## src/rtl/dmem_responder.sv

```systemverilog
// Word-addressed data memory with req/ready handshake, programmable wait states and fault flagging.
// Optional build macro: DMEM_INIT_CLEAR_EN (zero the array after every reset release).
module dmem_responder #(
  parameter int DEPTH_WORDS = 64,
  parameter int WAIT_CYCLES = 2
) (
  input  logic        clk,
  input  logic        reset,
  input  logic        req,
  input  logic        WE,
  input  logic [31:0] dataadr,
  input  logic [31:0] writedata,
  output logic [31:0] readdata,
  output logic        ready,
  output logic        err
);

  localparam int          AW        = $clog2(DEPTH_WORDS);
  localparam logic [3:0]  WAIT_INIT = 4'(WAIT_CYCLES);
  localparam logic [32:0] ADDR_LIM  = 33'(4 * DEPTH_WORDS);

`ifdef DMEM_INIT_CLEAR_EN
  typedef enum logic [1:0] {
    S_IDLE  = 2'd0,
    S_WAIT  = 2'd1,
    S_RESP  = 2'd2,
    S_CLEAR = 2'd3
  } state_t;
  localparam state_t RESET_STATE = S_CLEAR;
  logic [AW-1:0] clr_q;
`else
  typedef enum logic [1:0] {
    S_IDLE = 2'd0,
    S_WAIT = 2'd1,
    S_RESP = 2'd2
  } state_t;
  localparam state_t RESET_STATE = S_IDLE;
`endif

  state_t        state_q;
  logic [3:0]    cnt_q;
  logic          we_q;
  logic [31:0]   addr_q;
  logic [31:0]   wdata_q;
  logic [31:0]   rdata_q;
  logic          ready_q;
  logic          err_q;
  logic [31:0]   mem_q [DEPTH_WORDS];

  logic          fault_d;
  logic [AW-1:0] idx_d;
  logic          mem_we_d;
  logic [AW-1:0] mem_widx_d;
  logic [31:0]   mem_wdata_d;

  // Fault and index decode from the captured address only.
  always_comb begin
    idx_d   = addr_q[AW+1:2];
    fault_d = (addr_q[1:0] != 2'd0) || ({1'b0, addr_q} >= ADDR_LIM);
  end

  // Write port: a reset-low edge never writes, which is what aborts an in-flight store.
  always_comb begin
    mem_we_d    = 1'b0;
    mem_widx_d  = idx_d;
    mem_wdata_d = wdata_q;
`ifdef DMEM_INIT_CLEAR_EN
    if (state_q == S_CLEAR) begin
      mem_we_d    = reset;
      mem_widx_d  = clr_q;
      mem_wdata_d = 32'd0;
    end else begin
      mem_we_d = reset && (state_q == S_RESP) && we_q && !fault_d;
    end
`else
    mem_we_d = reset && (state_q == S_RESP) && we_q && !fault_d;
`endif
  end

  // Storage array.
  always_ff @(posedge clk) begin
    if (mem_we_d) begin
      mem_q[mem_widx_d] <= mem_wdata_d;
    end
  end

  // Handshake FSM with registered response outputs.
  always_ff @(posedge clk) begin
    if (!reset) begin
      state_q <= RESET_STATE;
      cnt_q   <= 4'd0;
      we_q    <= 1'b0;
      addr_q  <= 32'd0;
      wdata_q <= 32'd0;
      rdata_q <= 32'd0;
      ready_q <= 1'b0;
      err_q   <= 1'b0;
`ifdef DMEM_INIT_CLEAR_EN
      clr_q   <= '0;
`endif
    end else begin
      ready_q <= 1'b0;
      err_q   <= 1'b0;
      rdata_q <= 32'd0;
      case (state_q)
        S_IDLE: begin
          if (req) begin
            we_q    <= WE;
            addr_q  <= dataadr;
            wdata_q <= writedata;
            cnt_q   <= WAIT_INIT;
            state_q <= (WAIT_CYCLES == 0) ? S_RESP : S_WAIT;
          end else begin
            state_q <= S_IDLE;
          end
        end
        S_WAIT: begin
          cnt_q <= cnt_q - 4'd1;
          if (cnt_q <= 4'd1) begin
            state_q <= S_RESP;
          end else begin
            state_q <= S_WAIT;
          end
        end
        S_RESP: begin
          ready_q <= 1'b1;
          err_q   <= fault_d;
          rdata_q <= (!we_q && !fault_d) ? mem_q[idx_d] : 32'd0;
          state_q <= S_IDLE;
        end
`ifdef DMEM_INIT_CLEAR_EN
        S_CLEAR: begin
          clr_q <= clr_q + 1'b1;
          if (clr_q == AW'(DEPTH_WORDS - 1)) begin
            state_q <= S_IDLE;
          end else begin
            state_q <= S_CLEAR;
          end
        end
`endif
        default: begin
          state_q <= RESET_STATE;
        end
      endcase
    end
  end

  assign readdata = rdata_q;
  assign ready    = ready_q;
  assign err      = err_q;

endmodule
```

## config.mk

```make
export PLATFORM = sky130hd
export DESIGN_NAME = dmem_responder
export DESIGN_NICKNAME = d
export VERILOG_FILES = /design/src/rtl/dmem_responder.sv
export SDC_FILE = /design/constraint.sdc
export NUM_CORES = 2
export LEC_CHECK = 0
export CAP_MARGIN = 25
export CORE_UTILIZATION = 33
export CTS_BUF_LIST = sky130_fd_sc_hd__clkbuf_16
export DETAILED_ROUTE_END_ITERATION = 12
export PLACE_DENSITY_LB_ADDON = 0.05
export SETUP_SLACK_MARGIN = 0.05
export SLEW_MARGIN = 5
export SYNTH_ARGS = -nofsm -noshare
export SYNTH_HDL_FRONTEND = slang
export SYNTH_SLANG_ARGS = --single-unit
```

## constraint.sdc

```tcl
create_clock -name clk -period 9.27 [get_ports clk]
set_input_delay 1.3905 -clock clk [delete_from_list [all_inputs] [get_ports clk]]
set_output_delay 1.3905 -clock clk [all_outputs]
set_load 0.01 [all_outputs]
```

Yosys cells after proc, flatten, opt, wreduce, memory -nomap -nowiden
Memories as Yosys holds them, arrays and structs flattened. A register that Yosys moved wholly into a read port is not among the register bits.
Index checks and enable logic that the tools add are counted.
{"block": "word_totals", "ff_bits": 73, "ram_bits": 2048, "input_bits": 68, "out_inout_bits": 34, "word_cells": 37, "memories": 1}
{"block": "classes", "addsub": 1, "order_cmp": 2, "eq_ne": 3, "mux": 8, "n_reduce_logical": 15}
{"memory": "mem_q", "words": 64, "width": 32, "read_ports": 1, "rd_ports_with_merged_regs": 1, "wr": 1, "line": "48", "rtl": "logic [31:0] mem_q [DEPTH_WORDS];"}
{"op": "$ge A32 B9 Y1 const B", "count": 1}
{"op": "$pmux W4 S2", "count": 1}
{"op": "$reduce_and A2 Y1", "count": 3}
{"op": "$le A4 B1 Y1 const B", "count": 1}
{"op": "$logic_and A1 B1 Y1", "count": 4}
{"op": "$mux W1", "count": 4}
{"op": "$mux W4", "count": 1}
{"op": "$pmux W2 S2", "count": 1}
{"op": "$reduce_bool A2 Y1", "count": 2}
{"op": "$sub A4 B1 Y4 const B", "count": 1}
{"op": "$logic_not A1 Y1", "count": 3}
{"op": "$reduce_and A3 Y1", "count": 1}
{"op": "$eq A2 B1 Y1 const B", "count": 1}
{"op": "$eq A2 B2 Y1 const B", "count": 1}
{"op": "$logic_not A2 Y1", "count": 1}
{"op": "$mux W2", "count": 1}
{"op": "$ne A2 B2 Y1 const B", "count": 1}
{"op": "$logic_or A1 B1 Y1", "count": 1}

Depth between registers and ports, before layout
{"block": "logic_depth", "depth_word": 6, "depth_mapped": 10}

Worst setup path before layout
OpenSTA, ideal clock, no wires.
{"block": "synth_timing", "path_kind": "input to register", "from": "in reset", "to": "mem mem_q[0][0] (enable)", "setup_time_ns": 0.502, "t_arrival_ns": 5.238, "required_time_ns": 8.768, "setup_slack_ns": 3.531, "cell_stages": 5, "path_cell_list": "nand3b_1 -> nor3_1 -> clkbuf_1 -> nand3_1 -> nor4_1"}
{"block": "synth_between", "elab_chain_len": 5}
{"item": "start, declared", "line": "8", "rtl": "input logic reset,"}
{"item": "$logic_and A1 B1 Y1 (3 in series)", "line": "76", "rtl": "mem_we_d = reset && (state_q == S_RESP) && we_q && !fault_d;"}
{"item": "$mux W1", "line": "82", "rtl": "if (mem_we_d) begin"}
{"item": "$mux W1 (implied by the code)", "line": "83", "rtl": "mem_q[mem_widx_d] <= mem_wdata_d;"}
{"item": "end, declared", "line": "48"}
Every way passes these cells.

Worst setup path in the final report
{"block": "layout_timing", "from": "reg addr_q[3]", "to": "reg rdata_q[17] (netlist: readdata[17]), read port of mem_q"}
{"block": "layout_between", "elab_chain_len": 6}
{"item": "start, declared", "line": "43", "rtl": "logic [31:0] addr_q;"}
{"item": "start signal, assigned", "line": "109", "rtl": "addr_q <= dataadr;"}
{"item": "$ge A32 B9 Y1", "line": "59", "rtl": "fault_d = (addr_q[1:0] != 2'd0) || ({1'b0, addr_q} >= ADDR_LIM);"}
{"item": "$logic_or A1 B1 Y1", "line": "59"}
{"item": "$logic_not A1 Y1", "line": "128", "rtl": "rdata_q <= (!we_q && !fault_d) ? mem_q[idx_d] : 32'd0;"}
{"item": "$logic_and A1 B1 Y1", "line": "128"}
{"item": "$reduce_and A3 Y1 (no source line)"}
{"item": "$logic_not A1 Y1 (no source line)"}
{"item": "end, declared", "line": "45", "rtl": "logic [31:0] rdata_q;"}
Several ways; a longest one is shown, not always the timed one.
A chain may end at the register's enable or synchronous reset.

==> reports/metrics.yaml <==
peakVddDrop_mv: 0.213
drc: 0
use_met3_pct: 5.61
pre_cts_ws_ns: 4.38
die_area_um2: 251000
synth-seq-area-share_pct: 77.3
portBuffers: 101
routedWlPerCell_um: 35.4
cts.sinks: 2153
netlist_area_um2: 82200
hold_start: "mem_wdata_d[24]"
hp-class: "reg -> reg"
start_util_pct: 33.3
core_um2: 247000
fmax_ghz: 0.218
cp.required_ns: 9.91
cts_buffer_depth: 3
ys_warn_count: 0
grt-busiest-layer: "met2"
drive_gt1_share_pct: 21.1
finalHoldViolations: 0
whs_ns: 0.438
start_kind: "register"
drtAntennaViolNets: 0
grtUsageTotal_pct: 22.8
clkSlewWorstSetupHoldPaths_ns: 0.06
drtPass1Iterations: 5
cp.arrival_ns: 5.22
tritoncts: "built"
cp_max_fo: 33
p_seq_share_pct: 50.5
p_sw_share_pct: 23.9
min_path_cells: 0
antenna_found_initial: 33
gr-usage-met1_pct: 32.6
yosysTopAreaCellShare_pct: 74.8
whs_endpoint: "mem_q[4][24]"
first_global_vias: 44400
hpwlAfterDp_mm: 165
ys_ff_latch: 2153
worst_slew_pin_slew_ns: 1.17
yosys-top-cells-area: "edfxtp_1 (75%), mux4_2 (5.5%), dfxtp_1 (2.6%)"
yosys.area.top_type: "edfxtp_1"
grt_first_pass_wirelength_mm: 393
status: "finished, final reports clean"
synth_edf_count: 2048
power.density_nw_per_um2: 225
drt-initial-drc-count: 4873
pin_count: 102
ys.flop_type: "edfxtp_1"
nNetsFinal: 4677
drt-total-wl_mm: 288
fp-row-count: 182
finalSetupViolations: 0
layout_commonest_cell: "edfxtp_1"
min_period_over_period_pct: 49.5
mostFrequentLayoutCells: "edfxtp_1 (2048), clkbuf_16 (236), a221oi_1 (230)"
worstSetupPathType: "reg -> reg"
p_leak_nw: 30.2
ys_types: 68
grt_overflow_total: 0
root_buffer: "clkbuf_16"
fp.dieH_um: 501
syn_area_per_cell_um2: 18.7
area_growth_pct: 16.1
clk-insertion-delay-late_ns: 0.89
reg2reg_to: "readdata[17]"
postCtsHoldBufs: 0
postCtsSetupRepairBufs: 0
syn_inst: 4387
synth_nets: 4457
vias_per_cell: 5.51
fin_ws_ns: 4.68
maxCapViolCount: 0
r2r_slack_ns: 4.68
vias: 44800
grt_use_met2_pct: 35.2
cts_resized: 0
h-tree-depth: 4
final-max-slew-violation-count: 0
grt_max_degree: 105
relSlewSlack_pct: 21.8
fill_cells: 22600
pwr-share-comb_pct: 7.4
die-width_um: 501
p_clk_share_pct: 42.0
synthArstFlopShare_pct: 0
p_sw_w: 0.00513
gp_congestion: 0.783
cts_made_buffers: 234
multi_input_area_um2: 17600
fin_crit_ns: 4.59
intPower_w: 0.0163
r2r_cells: 8
ff_latch_area_um2: 63700
fin_skew_ns: 0.0405
cp-end-kind: "register"
fin_setup_tns_ns: 0
rsz0062_at_grt: "no"
worstReg2RegStart: "addr_q[3]"
## sequential cells by signal, summed over array words and instances (netlist names)
name         cells
we_q             1
mem_q         2048
addr_q          32
state_q          2
cnt_q            4
readdata        32
err              1
mem_wdata_d     32
ready            1
## kinds of logic after synthesis
group           count (synthesis)  share of synthesized area (%)
mux                           562                           10.2
fa+ha+maj                       2                         0.0304
flops                        2153                           77.3
buf+inv                       320                           1.95
compound gates                841                           7.70
simple gates                  509                           2.83
## critical path, cell delays in order (launching register included)
cell and delay [ns]:
dfxtp_4 0.48, buf_4 0.50, buf_4 0.52, inv_6 0.32, buf_4 0.41, nand3_1 0.41, o2111ai_1 0.42, a2111oi_2 0.73
a41oi_1 0.45
## how the worst max path moves through the flow
stage | slack (ns) | endpoint | cells after the start | from
3_5_place_dp | 4.38 | mem_q[24][4] | 8 | reset
3_3_place_gp | 3.93 | mem_q[48][9] | 7 | reset
6_report | 4.68 | readdata[17] | 8 | addr_q[3]
5_1_grt | 4.62 | readdata[17] | 8 | addr_q[4]
2_1_floorplan | 3.53 | mem_q[0][0] | 5 | reset
4_1_cts | 4.73 | mem_q[54][11] | 6 | addr_q[4]
## routing by layer
metal / share of wire, % / routed length, um
met1: 45 / 129000
met2: 46 / 131000
met3: 7.8 / 22400
met4: 1.8 / 5190
met5: 0.024 / 68
## cell usage after synthesis, drive strengths merged (5+ instances only)
cell type	number
a31oi	15
o21ai	50
and3	25
mux2i	178
a22o	25
and2	5
nand2b	16
nor3b	9
dfxtp	105
buf	209
mux4	200
a32oi	5
o221ai	8
nor2	136
o22a	13
a2111oi	11
nor4	13
clkbuf	104
nand3b	7
a21oi	121
nand2	218
a221oi	230
a41oi	23
o2bb2ai	9
nor3	12
inv	7
nand3	26
nand4	10
mux2	184
nor2b	10
edfxtp	2048
a211oi	18
o22ai	78
a22oi	169
a221o	44
a21o	5
and3b	9
## through the flow
stage | total power [W] | area, um2 | cells | utilization (%)
after detailed placement | 0.0126 | 88100 | 7682 | 35.7
after CTS | 0.0217 | 95500 | 8123 | 38.7
final | 0.0214 | 95500 | 8133 | 38.7
after global routing | 0.0221 | 95500 | 8125 | 38.7
after floorplan | 0.0118 | 82200 | 4387 | -
after global placement | 0.0126 | 88000 | 7674 | 35.6
## power groups by stage
stage | clock, W | sequential (W) | combinational, W
2_1_floorplan | 0 | 0.0111 | 0.000782
5_1_grt | 0.00957 | 0.0108 | 0.00168
6_report | 0.00902 | 0.0108 | 0.00159
4_1_cts | 0.00922 | 0.0108 | 0.00161
3_3_place_gp | 0 | 0.0110 | 0.00160
3_5_place_dp | 0 | 0.0110 | 0.00160
## cell type report
class | count | area share, %
inverter | 7 | 0.0432
timing repair buffer | 297 | 2.72
antenna | 9 | 0.0236
clock inverter | 205 | 1.54
tap | 3312 | 4.34
clock buffer | 236 | 6.18
sequential | 2153 | 66.7
multi-input combinational | 1914 | 18.5
No activity file was read; power rests on OpenSTA's default activity.
